$ cat config.mk
export PLATFORM = sky130hd
export DESIGN_NAME = antilog_16_flat
export DESIGN_NICKNAME = d
export VERILOG_FILES = /design/src/rtl/antilog_16_if.sv /design/src/rtl/antilog_16.sv /design/src/flat_wrapper.sv
export SDC_FILE = /design/constraint.sdc
export NUM_CORES = 1
export LEC_CHECK = 0
export ABC_AREA = 1
export ABC_CLOCK_PERIOD_IN_PS = 2500
export CORE_AREA = 2 2 94 69
export CTS_CLUSTER_DIAMETER = 200
export DETAILED_ROUTE_END_ITERATION = 8
export DIE_AREA = 0 0 96 71
export PLACE_DENSITY = 0.71
export SKIP_LAST_GASP = 1
export SYNTH_ARGS = -nofsm -noshare
export SYNTH_HDL_FRONTEND = slang
export SYNTH_SLANG_ARGS = --single-unit
$ cat constraint.sdc
create_clock -name clk -period 2.5 [get_ports clk]
set_input_delay 0.5 -clock clk [delete_from_list [all_inputs] [get_ports clk]]
set_output_delay 0.5 -clock clk [all_outputs]
set_load 0.02 [all_outputs]
$ cat src/rtl/antilog_16_if.sv
// Valid/ready bus for antilog_16: log-domain (intgr, fraction) input pair and
// the reconstructed magnitude output.
interface antilog_16_if #(
    parameter int DW = 16,
    parameter int FW = 12,
    parameter int IW = 5
);
    logic                 in_valid;
    logic                 in_ready;
    logic                 in_nz;
    logic signed [IW-1:0] intgr;
    logic [FW-1:0]        fraction;
    logic                 out_valid;
    logic                 out_ready;
    logic [DW-1:0]        data;
    logic                 out_ovf;

    modport master (
        output in_valid, in_nz, intgr, fraction, out_ready,
        input  in_ready, out_valid, data, out_ovf
    );

    modport slave (
        input  in_valid, in_nz, intgr, fraction, out_ready,
        output in_ready, out_valid, data, out_ovf
    );
endinterface

$ cat src/rtl/antilog_16.sv
// Mitchell antilog: data = (2^FW + fraction) * 2^intgr, two-stage valid/ready pipeline.
// Define ANTILOG_SAT_EN to saturate overflowing results to all-ones and flag out_ovf.
module antilog_16 #(
    parameter int DW = 16,
    parameter int FW = 12,
    parameter int IW = 5
) (
    input logic         clk,
    input logic         rst_n,
    antilog_16_if.slave bus_if
);

    localparam logic signed [IW-1:0] OVF_LIM = IW'(3);
    localparam logic signed [IW-1:0] UNF_LIM = IW'(-13);
`ifdef ANTILOG_SAT_EN
    localparam int SW = FW + 1 + DW;
`else
    localparam int SW = DW;
`endif

    logic                 adv1;
    logic                 adv2;
    logic                 v1_q;
    logic                 v2_q;
    logic [FW:0]          mant1_q;
    logic signed [IW-1:0] intgr1_q;
    logic                 zero1_q;
    logic [DW-1:0]        data_q;
    logic [DW-1:0]        data_d;
    logic [SW-1:0]        ext;
    logic [SW-1:0]        shifted;
    logic [IW-1:0]        neg_amt;

    // A stage may take new content when it is empty or its content moves on this edge.
    assign adv2            = !v2_q || bus_if.out_ready;
    assign adv1            = !v1_q || adv2;
    assign bus_if.in_ready = adv1;
    assign bus_if.out_valid = v2_q;
    assign bus_if.data     = data_q;

    // NOTE: registers are written with non-blocking assignments so every stage
    // samples the previous-cycle value of the stage before it.
    always_ff @(posedge clk or negedge rst_n) begin
        if (!rst_n) begin
            v1_q     <= 1'b0;
            mant1_q  <= '0;
            intgr1_q <= '0;
            zero1_q  <= 1'b0;
        end else if (adv1) begin
            v1_q <= bus_if.in_valid;
            if (bus_if.in_valid) begin
                mant1_q  <= {1'b1, bus_if.fraction};
                intgr1_q <= bus_if.intgr;
                zero1_q  <= !bus_if.in_nz || (bus_if.intgr < UNF_LIM);
            end
        end
    end

    // NOTE: every always_comb output gets a default before any branch, so no
    // path can leave it unassigned and infer a latch.
    always_comb begin
        ext     = SW'(mant1_q);
        neg_amt = -intgr1_q;
        shifted = intgr1_q[IW-1] ? (ext >> neg_amt) : (ext << $unsigned(intgr1_q));
    end

`ifdef ANTILOG_SAT_EN
    logic ovf1_q;
    logic ovf_q;
    logic ovf_d;
    logic sat;

    always_ff @(posedge clk or negedge rst_n) begin
        if (!rst_n) begin
            ovf1_q <= 1'b0;
        end else if (adv1 && bus_if.in_valid) begin
            ovf1_q <= bus_if.intgr > OVF_LIM;
        end
    end

    always_comb begin
        sat    = ovf1_q || (|shifted[SW-1:DW]);
        data_d = shifted[DW-1:0];
        ovf_d  = 1'b0;
        if (zero1_q) begin
            data_d = '0;
        end else if (sat) begin
            data_d = '1;
            ovf_d  = 1'b1;
        end
    end

    always_ff @(posedge clk or negedge rst_n) begin
        if (!rst_n) begin
            ovf_q <= 1'b0;
        end else if (adv2 && v1_q) begin
            ovf_q <= ovf_d;
        end
    end

    assign bus_if.out_ovf = ovf_q;
`else
    always_comb begin
        data_d = zero1_q ? '0 : shifted[DW-1:0];
    end

    assign bus_if.out_ovf = 1'b0;
`endif

    // NOTE: data is visible at the port and must read 0 out of reset, so the
    // output payload register is reset along with the valid bits.
    always_ff @(posedge clk or negedge rst_n) begin
        if (!rst_n) begin
            v2_q   <= 1'b0;
            data_q <= '0;
        end else if (adv2) begin
            v2_q <= v1_q;
            if (v1_q) begin
                data_q <= data_d;
            end
        end
    end

endmodule
$ cat src/flat_wrapper.sv
// flat-port wrapper written by rule: the top's interface ports become plain ports
module antilog_16_flat 
#(
    parameter int DW = 16,
    parameter int FW = 12,
    parameter int IW = 5
)
  (clk, rst_n, bus_if_in_valid, bus_if_in_nz, bus_if_intgr, bus_if_fraction, bus_if_out_ready, bus_if_in_ready, bus_if_out_valid, bus_if_data, bus_if_out_ovf);
  antilog_16_if #(.DW(DW), .FW(FW), .IW(IW)) bus_if_i ();
  input logic clk;
  input logic rst_n;
  input wire logic [$bits(bus_if_i.in_valid)-1:0] bus_if_in_valid;
  input wire logic [$bits(bus_if_i.in_nz)-1:0] bus_if_in_nz;
  input wire logic [$bits(bus_if_i.intgr)-1:0] bus_if_intgr;
  input wire logic [$bits(bus_if_i.fraction)-1:0] bus_if_fraction;
  input wire logic [$bits(bus_if_i.out_ready)-1:0] bus_if_out_ready;
  output wire logic [$bits(bus_if_i.in_ready)-1:0] bus_if_in_ready;
  output wire logic [$bits(bus_if_i.out_valid)-1:0] bus_if_out_valid;
  output wire logic [$bits(bus_if_i.data)-1:0] bus_if_data;
  output wire logic [$bits(bus_if_i.out_ovf)-1:0] bus_if_out_ovf;
  assign bus_if_i.in_valid = bus_if_in_valid;
  assign bus_if_i.in_nz = bus_if_in_nz;
  assign bus_if_i.intgr = bus_if_intgr;
  assign bus_if_i.fraction = bus_if_fraction;
  assign bus_if_i.out_ready = bus_if_out_ready;
  assign bus_if_in_ready = bus_if_i.in_ready;
  assign bus_if_out_valid = bus_if_i.out_valid;
  assign bus_if_data = bus_if_i.data;
  assign bus_if_out_ovf = bus_if_i.out_ovf;
  antilog_16 #(.DW(DW), .FW(FW), .IW(IW)) u_core (.clk(clk), .rst_n(rst_n), .bus_if(bus_if_i));
endmodule
Yosys cells after proc, flatten, opt, wreduce, memory -nomap -nowiden
Index checks and enable logic that the tools add are counted.
{"block": "totals", "register_bits": 37, "in_bits": 22, "elab_cells": 20}
{"block": "op_classes", "addsub": 1, "magnitude_cmp": 1, "shifts": 2, "n_mux": 2, "reduce_logical": 8}
{"cell": "two-way mux 16 bit", "n": 2}
{"cell": "<< shifter 13 x 5 -> 16 bit", "n": 1}
{"cell": "right shift 13 x 5 -> 16 bit", "n": 1}
{"cell": "less-than comparator 5 bit (second input constant)", "n": 1}
{"cell": "negation 5 bit", "n": 1}
{"cell": "AND reduction 2 bit", "n": 2}
{"cell": "zero test 1 bit", "n": 3}
{"cell": "logical OR 1 bit", "n": 3}

Logic depth before layout (Yosys ltp)
{"block": "depth", "word_depth": 4, "mapped_depth": 13}

Least setup slack after synthesis
OpenSTA, ideal clock, no wires.
{"block": "synth_timing", "path_kind": "register -> register", "from": "reg u_core.intgr1_q[0]", "to": "reg u_core.data_q[4] (netlist: u_core.bus_if.data[4])", "setup_ns": 0.116, "arrival_time_ns": 1.677, "required_time_ns": 2.384, "slack_ns": 0.707, "path_stages_with_launch": 13, "path_buffers": 2, "period_less_slack_ns": 1.793, "path_cell_list": "dfrtp_1 > inv_2 > buf_6 > ha_1 > inv_1 > buf_2 > nand3_1 > nand3_1 > nand3_1 > nand2_1 > nand2_1 > nand2_1 > nand2_1"}
{"block": "synth_via", "elab_chain_len": 4, "word_cells_on_any_way": 5, "cone_classes": "1 x add/sub; 2 x shift; 2 x mux"}
{"item": "from (decl)", "line_no": "antilog_16.sv:26", "source": "logic signed [IW-1:0] intgr1_q;"}
{"item": "from (signal assigned)", "line_no": "antilog_16.sv:53", "source": "intgr1_q <= bus_if.intgr;"}
{"item": "negation 5 bit", "line_no": "antilog_16.sv:63", "source": "neg_amt = -intgr1_q;"}
{"item": "right shift 13 x 5 -> 16 bit", "line_no": "antilog_16.sv:64", "source": "shifted = intgr1_q[IW-1] ? (ext >> neg_amt) : (ext << $unsigned(intgr1_q));"}
{"item": "two-way mux 16 bit *", "line_no": "antilog_16.sv:64"}
{"item": "two-way mux 16 bit *", "line_no": "antilog_16.sv:104", "source": "data_d = zero1_q ? '0 : shifted[DW-1:0];"}
{"item": "to (signal assigned)", "line_no": "antilog_16.sv:119", "source": "data_q <= data_d;"}
{"item": "to (decl)", "line_no": "antilog_16.sv:28", "source": "logic [DW-1:0] data_q;"}
Every way passes the cells marked *; elsewhere a longest branch is shown, timed or not.
A chain may end at the register's enable or synchronous reset.

Worst setup path after layout
{"block": "layout_timing", "from": "in bus_if_out_ready", "to": "out bus_if_in_ready"}
{"block": "layout_via", "elab_chain_len": 2}
{"item": "from (decl)", "line_no": "flat_wrapper.sv:16", "source": "input wire logic [$bits(bus_if_i.out_ready)-1:0] bus_if_out_ready;"}
{"item": "logical OR 1 bit", "line_no": "antilog_16.sv:35", "source": "assign adv2 = !v2_q || bus_if.out_ready;"}
{"item": "logical OR 1 bit", "line_no": "antilog_16.sv:36", "source": "assign adv1 = !v1_q || adv2;"}
{"item": "to (decl)", "line_no": "flat_wrapper.sv:17", "source": "output wire logic [$bits(bus_if_i.in_ready)-1:0] bus_if_in_ready;"}
Every way passes these cells.

==> qor.csv <==
metric,value,unit
run_status,completed,
grt_overflow,0,
total_power,2330,uW
wl,7.28,mm
grt_use_met1,35.1,%
drtAntennaViolNets,0,
die_area,6820,um^2
finalHoldViolCount,0,
grt_max_degree,38,
dpl.hpwl,5.59,mm
min_period_over_period,88.7,%
post_cts_buffers,0,
drive_above_1_share,8.39,%
htreeDepth,2,
boundaryPins,41,
ys.warnings.count,0,
yosysSeqAreaShare,36.5,%
cts_hold_buf,0,
antenna_found_initial,0,
ir_drop,0.335,mV
drc,0,
end_kind,primary output,
synth-edff-count,0,
coreArea,5980,um^2
place.gp.congestion,1.03,
synth_async_sr_flop_share,100,%
hold_slack,297,ps
grtUsageMet3,5.64,%
antenna_cells,0,
grt_use_met2,31.3,%
viasPerCell,5.35,
cts_buffer_depth,2,
syn_avg_cell_area,6.49,um^2
leakage,0.00151,uW
setup_tns,0,ps
worstPathArrival,1720,ps
finish.net_count,451,
setup_violations,0,
slew_headroom,45.1,%
worstMarginPinSlew,824,ps
die_w,96,um
min_period,2220,ps
rsz0062_at_grt,false,
busiest_layer,met1,
hp-class,input pin to async pin,
ys_ff_latch,37,
startpoint,bus_if_out_ready,
clk_pin_slew,80,ps
syn_inst,391,
synth_flop_cell,dfrtp_1,
dieHeight,71,um
cts_tree,yes,
final_cells,507,
r2r_start,u_core.intgr1_q[1]$_DFFE_PN0P_,
critPathRequiredTime,2000,ps
via_count,2710,
setup_ws,282,ps
initial_utilization,42.4,%
clock_skew,8.51,ps
area_delta_synth_final,21.0,%
root_buffer,clkbuf_8,
synth.net_count,414,
grt_pass1_vias,2404,
path_class,input pin to primary output,
cts_resized,0,
path_max_fanout,3,
port_buffers,39,
clock_sinks,37,
synthesis.area,2540,um^2
p_per_area,760,nW/um^2
drtPass1Iterations,5,
synth_cell_type_count,28,
grt_usage,22.7,%
grt_pass1_wl,12.0,mm
drt_iter0_markers,234,
clock_latency,300,ps
rows,24,
maxCapViolCount,0,
slew_viol_final,0,
place_ws,267,ps
cts_buffers,5,
start_kind,input pin,
wl_per_cell,14.4,um
dp.cells,499,
max_freq,451,MHz
[synth_stat cells (2+ instances only)]
cell type,n,share of area (%)
buf_2,6,1.2
nand2_1,153,23
a31oi_1,2,0.49
buf_4,2,0.59
o21ai_1,9,1.8
clkbuf_1,7,1.0
inv_1,17,2.5
nor2_4,2,0.89
nand4_1,3,0.74
buf_6,2,0.89
o211ai_1,7,2.1
dfrtp_1,37,37
a21oi_1,16,3.2
nand2_2,9,2.2
nor2_1,24,3.6
and2_1,3,0.74
nand3_1,63,12
o21ai_0,14,2.8
inv_2,4,0.59
nor2_2,3,0.74
[where the power goes]
group          switching (uW)  internal (uW)  total, uW
clock network             229            193        422
registers                83.1            700        783
logic                     722            405       1130
[critical path, stage by stage]
cell and delay (ps):
clkdlybuf4s50_1 450, inv_1 50, nand3_1 100, clkdlybuf4s50_1 610
[layout by cell type, fill, tap and decap left out, drive strengths merged, types with 2 or more instances in the layout]
| master | instances |
|---|---|
| nand2 | 162 |
| a31oi | 2 |
| clkbuf | 6 |
| buf | 9 |
| clkdlybuf4s50 | 38 |
| clkinv | 3 |
| dfrtp | 37 |
| o21ai | 23 |
| nor2 | 29 |
| inv | 21 |
| nand4 | 3 |
| a21oi | 16 |
| and2 | 3 |
| o211ai | 8 |
| nand3 | 63 |
[worst paths after layout]
| check | endpoint | depth (start not counted) | slack, ps |
|---|---|---|---|
| max | bus_if_in_ready | 4 | 280 |
| min | u_core.bus_if.data[8]$_DFFE_PN0P_ | 1 | 300 |
| max reg2reg | u_core.bus_if.data[1]$_DFFE_PN0P_ | 10 | 560 |
| min reg2reg | u_core.bus_if.data[4]$_DFFE_PN0P_ | 2 | 480 |
| max in group asynchronous | u_core.intgr1_q[4]$_DFFE_PN0P_ | 1 | 1680 |
| min in group clk | u_core.bus_if.data[4]$_DFFE_PN0P_ | 2 | 480 |
[stage by stage]
step / cell area (um^2) / utilization, %
detailed placement: 2990 / 50.0
finish: 3070 / 51.3
global route: 3070 / 51.3
CTS: 3070 / 51.3
floorplan: 2540 / -
global placement: 2990 / 50.0
[area by class of cell]
cell class | instances | area, um^2
Fill cell | 629 | 2910
Timing Repair Buffer | 47 | 445
Inverter | 22 | 82.6
Sequential cell | 37 | 926
Clock inverter | 2 | 10.0
Clock buffer | 6 | 72.6
Tap cell | 78 | 97.6
Multi-Input combinational cell | 315 | 1430
[metal layers]
metal  share of wire, %  wire length, um  vias up
li1                   -                -     1353
met3                7.2              524       14
met5                  0                0        -
met4                1.7              121        0
met2                 41             2950       88
met1                 51             3680     1255
[cell families (layout without fill, tap and decap cells)]
| kind of cell | after synthesis | in the layout | share of synthesized area (%) |
|---|---|---|---|
| AOI/OAI and AO/OA | 51 | 51 | 11.4 |
| adders and majority gates | 1 | 1 | 0.493 |
| other | 1 | 1 | 0.148 |
| DFF | 37 | 37 | 36.5 |
| buffers and inverters | 39 | 77 | 6.96 |
| and+or+nand+nor | 262 | 262 | 44.5 |
[registers in the layout, summed over array words and instances (netlist names)]
| name | flops |
|---|---|
| u_core.v1_q | 1 |
| u_core.intgr1_q | 5 |
| u_core.bus_if.out_valid | 1 |
| u_core.zero1_q | 1 |
| u_core.mant1_q | 13 |
| u_core.bus_if.data | 16 |
No activity file was read; power rests on OpenSTA's default activity.
